===== src/rtl/dma_cmd_arbiter.sv =====
// dma_cmd_arbiter: round-robin arbiter that shares one DMAC command port
// among NUM_REQ requester engines. A granted command is captured, held on
// cmd_* until the DMAC accepts or aborts it (or the watchdog drops it), and
// the outcome is returned to the originator as a one-cycle pulse.
//
// state | meaning
// ------+-------------------------------------------------------------
// IDLE  | scan requesters from rr_ptr, grant and capture the first valid
// ISSUE | command presented to DMAC, watchdog running
// GAP   | result pulse out, cmd_valid low, round-robin pointer advanced
module dma_cmd_arbiter #(
    parameter int NUM_REQ     = 4,
    parameter int AXI_ID_WD   = 2,
    parameter int AXI_ADDR_WD = 32,
    parameter int TIMEOUT     = 256
) (
    input  logic                           AXI_ACLK,
    input  logic                           AXI_ARESET,
    input  logic [NUM_REQ-1:0]             req_valid,
    input  logic [NUM_REQ*AXI_ADDR_WD-1:0] req_addr,
    input  logic [NUM_REQ*2-1:0]           req_burst,
    input  logic [NUM_REQ*3-1:0]           req_size,
    input  logic [NUM_REQ*AXI_ADDR_WD-1:0] req_len,
    output logic [NUM_REQ-1:0]             req_ready,
    output logic [NUM_REQ-1:0]             req_done,
    output logic [NUM_REQ-1:0]             req_abort,
    output logic [NUM_REQ-1:0]             req_timeout,
    output logic                           cmd_valid,
    output logic [AXI_ADDR_WD-1:0]         cmd_addr,
    output logic [AXI_ID_WD-1:0]           cmd_id,
    output logic [1:0]                     cmd_burst,
    output logic [2:0]                     cmd_size,
    output logic [AXI_ADDR_WD-1:0]         cmd_len,
    input  logic                           cmd_ready,
    input  logic                           cmd_abort
);

    localparam int IDX_W = (NUM_REQ > 1) ? $clog2(NUM_REQ) : 1;
    localparam int WD_W  = (TIMEOUT > 1) ? $clog2(TIMEOUT) : 1;
    // Watchdog terminal count; unused when TIMEOUT is 0.
    localparam logic [WD_W-1:0]  WD_LAST  = (TIMEOUT > 0) ? WD_W'(TIMEOUT - 1) : '0;
    localparam logic [IDX_W-1:0] IDX_LAST = IDX_W'(NUM_REQ - 1);
    localparam logic [IDX_W:0]   NUM_EXT  = (IDX_W + 1)'(NUM_REQ);

    typedef enum logic [1:0] {
        S_IDLE  = 2'd0,
        S_ISSUE = 2'd1,
        S_GAP   = 2'd2
    } state_t;

    state_t state, state_nxt;

    logic [IDX_W-1:0]       rr_ptr;
    logic [IDX_W-1:0]       grant_idx;
    logic [IDX_W-1:0]       win_idx;
    logic                   win_found;
    logic [IDX_W:0]         cand;
    logic [WD_W-1:0]        wdog;
    logic                   wd_expire;
    logic [NUM_REQ-1:0]     grant_oh;
    logic                   take;
    logic                   done_set;
    logic                   abort_set;
    logic                   to_set;
    logic [AXI_ADDR_WD-1:0] sel_addr;
    logic [AXI_ADDR_WD-1:0] sel_len;
    logic [1:0]             sel_burst;
    logic [2:0]             sel_size;

    assign wd_expire = (TIMEOUT != 0) && (wdog == WD_LAST);

    // Round-robin scan: first valid requester starting at rr_ptr, wrapping.
    always_comb begin
        win_found = 1'b0;
        win_idx   = '0;
        cand      = '0;
        for (int i = 0; i < NUM_REQ; i++) begin
            cand = {1'b0, rr_ptr} + (IDX_W + 1)'(i);
            if (cand >= NUM_EXT) begin
                cand = cand - NUM_EXT;
            end
            if (!win_found && req_valid[cand[IDX_W-1:0]]) begin
                win_found = 1'b1;
                win_idx   = cand[IDX_W-1:0];
            end
        end
    end

    // Select the winner's command fields out of the packed request buses.
    always_comb begin
        sel_addr  = '0;
        sel_len   = '0;
        sel_burst = '0;
        sel_size  = '0;
        for (int i = 0; i < NUM_REQ; i++) begin
            if (win_idx == IDX_W'(i)) begin
                sel_addr  = req_addr[i*AXI_ADDR_WD +: AXI_ADDR_WD];
                sel_len   = req_len[i*AXI_ADDR_WD +: AXI_ADDR_WD];
                sel_burst = req_burst[i*2 +: 2];
                sel_size  = req_size[i*3 +: 3];
            end
        end
    end

    // One-hot form of the current grant, used to route result pulses.
    always_comb begin
        grant_oh            = '0;
        grant_oh[grant_idx] = 1'b1;
    end

    // State register.
    always_ff @(posedge AXI_ACLK or posedge AXI_ARESET) begin
        if (AXI_ARESET) begin
            state <= S_IDLE;
        end else begin
            state <= state_nxt;
        end
    end

    // Next-state logic; any outcome in ISSUE leads to the single GAP cycle.
    always_comb begin
        state_nxt = state;
        case (state)
            S_IDLE:  if (win_found) state_nxt = S_ISSUE;
            S_ISSUE: if (cmd_abort || cmd_ready || wd_expire) state_nxt = S_GAP;
            S_GAP:   state_nxt = S_IDLE;
            default: state_nxt = S_IDLE;
        endcase
    end

    // Output decode: grant strobe in IDLE, prioritised outcome in ISSUE.
    always_comb begin
        req_ready = '0;
        take      = 1'b0;
        done_set  = 1'b0;
        abort_set = 1'b0;
        to_set    = 1'b0;
        case (state)
            S_IDLE: begin
                if (win_found) begin
                    take               = 1'b1;
                    req_ready[win_idx] = 1'b1;
                end
            end
            S_ISSUE: begin
                if (cmd_abort) begin
                    abort_set = 1'b1;
                end else if (cmd_ready) begin
                    done_set = 1'b1;
                end else if (wd_expire) begin
                    to_set = 1'b1;
                end
            end
            default: ;
        endcase
    end

    // Capture the granted command; fields hold their value until the next grant.
    always_ff @(posedge AXI_ACLK or posedge AXI_ARESET) begin
        if (AXI_ARESET) begin
            cmd_addr  <= '0;
            cmd_len   <= '0;
            cmd_burst <= '0;
            cmd_size  <= '0;
            cmd_id    <= '0;
            grant_idx <= '0;
        end else if (take) begin
            cmd_addr  <= sel_addr;
            cmd_len   <= sel_len;
            cmd_burst <= sel_burst;
            cmd_size  <= sel_size;
            cmd_id    <= AXI_ID_WD'(win_idx);
            grant_idx <= win_idx;
        end
    end

    // cmd_valid is registered and mirrors the ISSUE state.
    always_ff @(posedge AXI_ACLK or posedge AXI_ARESET) begin
        if (AXI_ARESET) begin
            cmd_valid <= 1'b0;
        end else begin
            cmd_valid <= (state_nxt == S_ISSUE);
        end
    end

    // Watchdog counts ISSUE cycles from 0 and is cleared whenever ISSUE ends.
    always_ff @(posedge AXI_ACLK or posedge AXI_ARESET) begin
        if (AXI_ARESET) begin
            wdog <= '0;
        end else if (state == S_ISSUE && state_nxt == S_ISSUE) begin
            wdog <= wdog + 1'b1;
        end else begin
            wdog <= '0;
        end
    end

    // Advance the round-robin pointer past the requester just served.
    always_ff @(posedge AXI_ACLK or posedge AXI_ARESET) begin
        if (AXI_ARESET) begin
            rr_ptr <= '0;
        end else if (state == S_GAP) begin
            rr_ptr <= (grant_idx == IDX_LAST) ? '0 : grant_idx + 1'b1;
        end
    end

    // Result pulses, registered so they appear only during the GAP cycle.
    always_ff @(posedge AXI_ACLK or posedge AXI_ARESET) begin
        if (AXI_ARESET) begin
            req_done    <= '0;
            req_abort   <= '0;
            req_timeout <= '0;
        end else begin
            req_done    <= done_set  ? grant_oh : '0;
            req_abort   <= abort_set ? grant_oh : '0;
            req_timeout <= to_set    ? grant_oh : '0;
        end
    end

endmodule


===== config.mk =====
export PLATFORM = sky130hd
export DESIGN_NAME = dma_cmd_arbiter
export DESIGN_NICKNAME = d
export VERILOG_FILES = /design/src/rtl/dma_cmd_arbiter.sv
export SDC_FILE = /design/constraint.sdc
export NUM_CORES = 1
export LEC_CHECK = 0
export BUFFER_PORTS_ARGS = -buffer_cell sky130_fd_sc_hd__buf_2
export CAP_MARGIN = 20
export CORE_AREA = 2 2 144 146
export DETAILED_ROUTE_END_ITERATION = 6
export DIE_AREA = 0 0 146 148
export SYNTH_ARGS = -nofsm -noshare
export SYNTH_HDL_FRONTEND = slang
export SYNTH_SLANG_ARGS = --single-unit

===== constraint.sdc =====
create_clock -name AXI_ACLK -period 3.45 [get_ports AXI_ACLK]
set_input_delay 0.345 -clock AXI_ACLK [delete_from_list [all_inputs] [get_ports AXI_ACLK]]
set_output_delay 0.345 -clock AXI_ACLK [all_outputs]
set_load 0.01 [all_outputs]

==> run summary, run 1 <==
status: finished, final reports clean
Detailed Route WL: 17.8 mm
CP max stage delay: 0.59 ns
clk_lat worst skew: 0.35 ns
Yosys top cell area share: 43.1%
shortest period the worst path allows: 2.45 ns
global route overflow: 0
Placeable Area: 20000 um^2
CTS Buffer Depth: 2
DR vias/cell: 4.64
EDFF count, synth: 0
clock sinks: 96
crit path cell chain: nor3_1 -> nand3_2 -> buf_12 -> nor2_1 -> buf_2
Die X: 146 um
Max Cap Viol: 0
worst min-delay path class: input port to asynchronous set/reset pin
crit-path max FO: 40
unrepaired setup endpoints after global routing: no
layout cells sized above 1: 47.7%
Yosys Warn Count: 0
CP Capture Type: output pin
Via Count: 5216
crit share post-route: 71.1%
peak supply drop: 0.000406 V
clock-pin slew on the worst setup and hold paths: 0.08 ns
I/O pin count: 372
Hold WS: 0.0690 ns
skew final: 0.00920 ns
Resized Gates After CTS: 0
Pins Over Slew Limit: 0
Overall Power: 0.00614 W
most common cell in the synthesized netlist: mux2i_1
Worst path slowest cell: nor3_1
initial core utilization: 27.8%
Cells after Synth: 493
Tightest Pin Transition: 0.696 ns
die area: 21600 um^2
GR Util All Layers: 15.9%
final-layout fill cell count: 2004
Detailed Route Iter0 Violations: 115
Worst Path Required: 3.11 ns
CP Launch Type: register
post-synthesis sequential area ratio: 43.1%
Pwr per Cell Area: 776 nW/um^2
post-CTS setup buffers: 0
ys async rst share: 100%
Fmax achieved: 407 MHz
IO Port Bufs: 371
Final Wtd Congestion: 0.759
Mapped Avg Cell Area: 11.3 um^2
Top FF cell, synth: dfrtp_1
cts bufs inserted: 9
H-tree Lvls: 3
nets@finish: 1138
Multi-input gate area: 2860 um^2
top cells by count, synth: mux2i_1 (139), dfrtp_1 (96), a21o_1 (69), o22ai_1 (69), buf_2 (19)
global-route wire length before repair: 27.2 mm
Post-Synthesis Cell Area: 5580 um^2
HPWL after detailed placement: 14.0 mm
FP Rows: 52
Slew HR: 53.6%
CTS tree: built
first-pass iteration count of the detailed router: 4
syn_nets: 782
pin count of the biggest net entering global routing: 64
Register Area: 2400 um^2
DRC viols: 0
setup TNS: 0 ns
synth top area cells: dfrtp_1 (43%), mux2i_1 (25%), a21o_1 (9.3%)
final setup fails: 0
Area Growth Syn to Fin: 41.9%
initial antenna violation count: 1
Yosys cell types: 38
drt wl/cell: 15.8 um
vias in the first global route: 5348
Reg2Reg Depth: 6
Final ANT Viol Nets: 0
die height: 148 um
CTS root buf: clkbuf_16
final hold vios: 0
static leakage: 4.56 nW
hold buffer count at CTS: 0
Synth Register Bits: 96
Synth area leader: dfrtp_1
Worst EP arrival: 2.11 ns
final core utilization: 39.5%
Crit Path Class: register to output pin
-- state kept, by name (all words and copies together), names as in the netlist --
| register | flops |
|---|---|
| rr_ptr | 2 |
| cmd_size | 3 |
| cmd_addr | 32 |
| req_timeout | 4 |
| wdog | 8 |
| cmd_len | 32 |
| cmd_burst | 2 |
| req_done | 4 |
| cmd_valid | 1 |
| state | 2 |
| req_abort | 4 |
| grant_idx | 2 |
-- critical path: cells and delay by family (launching register included) --
kind / cells / cell delay [ns]
DFF: 1 / 0.41
and+or+nand+nor: 3 / 0.95
buffers and inverters: 2 / 0.38
-- per-layer routing --
metal  up-vias  part of all wire, %  track usage, %
met4         0                  1.7            5.44
met1      2402                   40            18.2
met5         -                    0               0
met2       237                   51            29.6
met3        19                  6.6            3.21
li1       2558                    -               -
-- stage by stage --
stage | cell area, um^2 | std cells | setup slack, ns
finish | 7920 | 1125 | 0.996
global route | 7910 | 1124 | 0.852
CTS | 7910 | 1124 | 0.993
detailed placement | 7610 | 1108 | 1.18
global placement | 7610 | 1108 | 1.19
floorplan | 5580 | 493 | 0.600
-- path summary, 6_finish.rpt --
| kind | start | endpoint | slack, ns |
|---|---|---|---|
| max | state[1]$_DFF_PP0_ | req_ready[2] | 1.0 |
| min | AXI_ARESET | cmd_addr[15]$_DFFE_PP0P_ | 0.07 |
| max reg2reg | rr_ptr[1]$_DFFE_PP0N_ | cmd_len[31]$_DFFE_PP0P_ | 1.21 |
| min reg2reg | cmd_len[20]$_DFFE_PP0P_ | cmd_len[20]$_DFFE_PP0P_ | 0.47 |
| max in group asynchronous | AXI_ARESET | cmd_len[13]$_DFFE_PP0P_ | 2.62 |
| min in group AXI_ACLK | cmd_abort | req_abort[1]$_DFF_PP0_ | 0.29 |
-- placed cells by master (no fill, tap or decap), types with 3 or more instances in the layout --
cell | Yosys | layout
buf_4 | 0 | 8
ha_1 | 5 | 5
o22ai_1 | 69 | 69
xor2_1 | 4 | 4
buf_2 | 19 | 371
buf_12 | 8 | 4
mux2i_1 | 139 | 139
dfrtp_1 | 96 | 96
inv_8 | 0 | 3
nand2_1 | 7 | 7
and3_1 | 5 | 5
inv_1 | 5 | 4
nand3_1 | 6 | 5
and2_1 | 9 | 9
a21o_1 | 69 | 69
clkbuf_16 | 0 | 9
nor2_1 | 13 | 13
nand2b_1 | 3 | 3
-- layout make-up --
cell class	instances	share of cell area, %
multi-input cells	354	36.1
flip-flops and latches	96	30.4
repair buffers	383	25.2
well taps	270	4.27
clock buffers	10	3.02
clock inverters	6	0.743
inverters	5	0.269
diodes	1	0.0316
-- kinds of logic after synthesis --
logic type,after synthesis,synth area share (%)
adders and majority gates,5,1.12
buffers and inverters,43,6.19
muxes,140,25.1
and+or+nand+nor,53,4.96
xor gates and xnor gates,6,0.942
DFF,96,43.1
AOI/OAI and AO/OA,150,18.6
-- power by group --
group / internal [W] / switching [W] / total (W)
sequential: 0.00160 / 0.000261 / 0.00186
combinational: 0.00154 / 0.00174 / 0.00328
clock: 0.000527 / 0.000477 / 0.00100
total: 0.00366 / 0.00248 / 0.00614
No activity file was read; power rests on OpenSTA's default activity.
==> inputs of run 2 (changes only) <==
--- a/config.mk
+++ b/config.mk
@@ -5,6 +5,7 @@
 export SDC_FILE = /design/constraint.sdc
 export NUM_CORES = 1
 export LEC_CHECK = 0
+export ABC_AREA = 1
 export BUFFER_PORTS_ARGS = -buffer_cell sky130_fd_sc_hd__buf_2
 export CAP_MARGIN = 20
 export CORE_AREA = 2 2 144 146
==> constraint.sdc (replaced) <==
create_clock -name AXI_ACLK -period 2.1 [get_ports AXI_ACLK]
set_input_delay 0.21 -clock AXI_ACLK [delete_from_list [all_inputs] [get_ports AXI_ACLK]]
set_output_delay 0.21 -clock AXI_ACLK [all_outputs]
set_load 0.01 [all_outputs]
==> run summary, run 2 <==
IO Port Bufs: 371 (unchanged)
FP Rows: 52 (unchanged)
die height: 148 um (unchanged)
Fmax achieved: 426 MHz
Overall Power: 0.0257 W (was 0.00614 W)
synth top area cells: dfrtp_1 (39%), nand2_1 (19%), nand3_1 (11%) (was dfrtp_1 (43%), mux2i_1 (25%), a21o_1 (9.3%))
EDFF count, synth: 0 (unchanged)
first-pass iteration count of the detailed router: 5 (was 4)
Final Wtd Congestion: 0.855 (was 0.759)
skew final: 0.0139 ns (was 0.00920 ns)
Mapped Avg Cell Area: 6.62 um^2 (was 11.3 um^2)
global-route wire length before repair: 40.8 mm (was 27.2 mm)
unrepaired setup endpoints after global routing: yes (was no)
Psw: 0.0124 W (was 0.00248 W)
initial antenna violation count: 1 (unchanged)
vias in the first global route: 7557 (was 5348)
CP Launch Type: register (unchanged)
clock sinks: 96 (unchanged)
Worst EP arrival: 2.14 ns (was 2.11 ns)
peak supply drop: 0.00124 V (was 0.000406 V)
shortest period the worst path allows: 2.35 ns
Via Count: 7930 (was 5216)
CP Capture Type: output pin (unchanged)
Placeable Area: 20000 um^2 (unchanged)
I/O pin count: 372 (unchanged)
Die X: 146 um (unchanged)
ys async rst share: 100% (unchanged)
top cells by count, synth: nand2_1 (316), nor2_1 (155), nand3_1 (133) (was mux2i_1 (139), dfrtp_1 (96), a21o_1 (69), o22ai_1 (69), buf_2 (19))
CP max stage delay: 0.47 ns (was 0.59 ns)
placed cell area: 8660 um^2 (was 7610 um^2)
post-synthesis sequential area ratio: 38.5% (was 43.1%)
Worst path slowest cell: dfrtp_2 (was nor3_1)
sw frac: 48.2% (was 40.4%)
HPWL after detailed placement: 17.9 mm (was 14.0 mm)
Routed met3 length: 1.70 mm (was 1.18 mm)
worst min-delay path class: input port to register (was input port to asynchronous set/reset pin)
biggest regs: cmd_addr x32, cmd_len x32, wdog x8 (unchanged)
crit-path max FO: 5 (was 40)
global route overflow: 0 (unchanged)
commonest non-fill, non-tap cell in the layout: buf_2 (unchanged)
syn_nets: 1231 (was 782)
Met1 Routed Length: 10.9 mm (was 7.19 mm)
DRC viols: 0 (unchanged)
status: finished with violations (was finished, final reports clean)
failing checks: negative setup slack
design area: 10600 um^2 (was 7920 um^2)
crit share post-route: 112%
CTS Buffer Depth: 2 (unchanged)
Yosys top cell area share: 38.5% (was 43.1%)
layout cells sized above 1: 47.2% (was 47.7%)
DR top layer: met4 (unchanged)
clock-pin slew on the worst setup and hold paths: 0.07 ns (was 0.08 ns)
WP buf/inv: 5 (was 2)
nets@finish: 1654 (was 1138)
static leakage: 5.66 nW (was 4.56 nW)
sequential share of power: 12.2% (was 30.2%)
Final ANT Viol Nets: 0 (unchanged)
Area Growth Syn to Fin: 69.4% (was 41.9%)
Synth area leader: dfrtp_1 (unchanged)
clk_lat worst skew: 0.36 ns (was 0.35 ns)
GR Util All Layers: 24.2% (was 15.9%)
Cells after Synth: 942 (was 493)
Worst Path Required: 1.89 ns (was 3.11 ns)
family with the most delay on the worst path: simple AND/OR/NAND/NOR gates (unchanged)
Max Cap Viol: 0 (unchanged)
Pins Over Slew Limit: 0 (unchanged)
Detailed Route WL: 27.0 mm (was 17.8 mm)
final setup fails: 73 (was 0)
metal2 WL: 13.6 mm (was 9.08 mm)
Post-Synthesis Cell Area: 6240 um^2 (was 5580 um^2)
DR vias/cell: 4.83 (was 4.64)
final setup margin: -0.248 ns (was 0.996 ns)
Yosys cell types: 31 (was 38)
CTS root buf: clkbuf_16 (unchanged)
Tightest Pin Transition: 0.398 ns (was 0.696 ns)
Synth Register Bits: 96 (unchanged)
P_int: 0.0133 W (was 0.00366 W)
most frequent cells in the layout: buf_2 (368), nand2_1 (282), nand3_1 (118) (was buf_2 (371), mux2i_1 (139), dfrtp_1 (96))
Yosys Warn Count: 0 (unchanged)
Pwr per Cell Area: 2440 nW/um^2 (was 776 nW/um^2)
final hold vios: 0 (unchanged)
most common cell in the synthesized netlist: nand2_1 (was mux2i_1)
pin count of the biggest net entering global routing: 59 (was 64)
drt wl/cell: 16.5 um (was 15.8 um)
Clock power frac: 7.7% (was 16.3%)
crit path cell chain: clkinv_4 -> nand2_2 -> nand2_2 -> nand2_2 -> nand2_4 -> nor2_8 -> buf_6 -> nand4_4 -> nand2_4 -> buf_12 -> nand2_4 -> buf_6 -> nor2_4 -> buf_6 (was nor3_1 -> nand3_2 -> buf_12 -> nor2_1 -> buf_2)
H-tree Lvls: 3 (unchanged)
Comb power frac: 80.1% (was 53.4%)
Top FF cell, synth: dfrtp_1 (unchanged)
Slew HR: 73.2% (was 53.6%)
Crit Path Class: register to output pin (unchanged)
initial core utilization: 31.1% (was 27.8%)
CTS tree: built (unchanged)
cts bufs inserted: 9 (unchanged)
die area: 21600 um^2 (unchanged)
Detailed Route Iter0 Violations: 388 (was 115)
[run 2: what timing repair did]
action,CTS,global route
endpoints found under the setup margin,63,73
pin swaps,29,29
gates resized for setup,167,73
gates cloned,17,3
buffers inserted,31,5
hold endpoints to repair,5,0
hold buffers,1,0
[run 2: per-stage QoR]
step                      hold WS [ns]  TNS [ns]  worst slack [ns]  util (%)  cells
after floorplan                  0.344         0            0.0473         -    942
after global placement           0.150   -0.0467           -0.0267      43.2   1568
after detailed placement         0.149    -0.733           -0.0854      43.2   1568
after CTS                        0.130    -11.05            -0.238      51.2   1633
after global routing             0.155    -23.21            -0.374      52.7   1640
final                            0.148    -13.45            -0.248      52.7   1641
[run 2: cells by family after synthesis]
logic type,share of synthesized area [%]
adder cells (fa/ha/maj),1.00
flip-flops,38.5
AO/OA/AOI/OAI,5.76
buffers and inverters,7.52
AND/OR/NAND/NOR,47.2
[run 2: worst min-delay path, delay by kind of cell]
| kind | cells | cell delay (ns) |
|---|---|---|
| AND/OR/NAND/NOR | 2 | 0.14 |
| buffers and inverters | 1 | 0.10 |
[run 2: power groups by stage]
stage               sequential, W  combinational, W  clock, W
CTS                       0.00312            0.0197   0.00203
detailed placement        0.00312            0.0138         0
floorplan                 0.00342           0.00862         0
finish                    0.00314            0.0206   0.00198
global route              0.00322            0.0224   0.00209
global placement          0.00312            0.0136         0
[run 2: area by class of cell]
cell class,count,area (um^2)
well taps,270,338
clock buffers,9,225
multi-input cells,750,3890
diodes,1,2.50
fillers,1967,9480
flip-flops and latches,96,2400
inverters,39,185
clock inverters,7,124
repair buffers,469,3390
[run 2: worst paths after layout]
path	from	to	slack, ns	depth (start not counted)
max in group asynchronous	AXI_ARESET	rr_ptr[0]$_DFFE_PP0N_	1.20	4
worst max register to register	rr_ptr[1]$_DFFE_PP0N_	cmd_addr[31]$_DFFE_PP0P_	-0.24	19
worst max-delay path	rr_ptr[1]$_DFFE_PP0N_	req_ready[0]	-0.25	14
min in group asynchronous	AXI_ARESET	cmd_addr[21]$_DFFE_PP0P_	0.32	3
worst min register to register	wdog[0]$_DFF_PP0_	wdog[0]$_DFF_PP0_	0.46	1
worst min-delay path	cmd_ready	state[1]$_DFF_PP0_	0.15	3
[run 2: per-layer routing]
metal | track usage [%] | vias up
li1 | - | 3863
met1 | 30.3 | 3683
met2 | 41.8 | 331
met3 | 3.80 | 53
met4 | 9.66 | 0
met5 | 0 | -
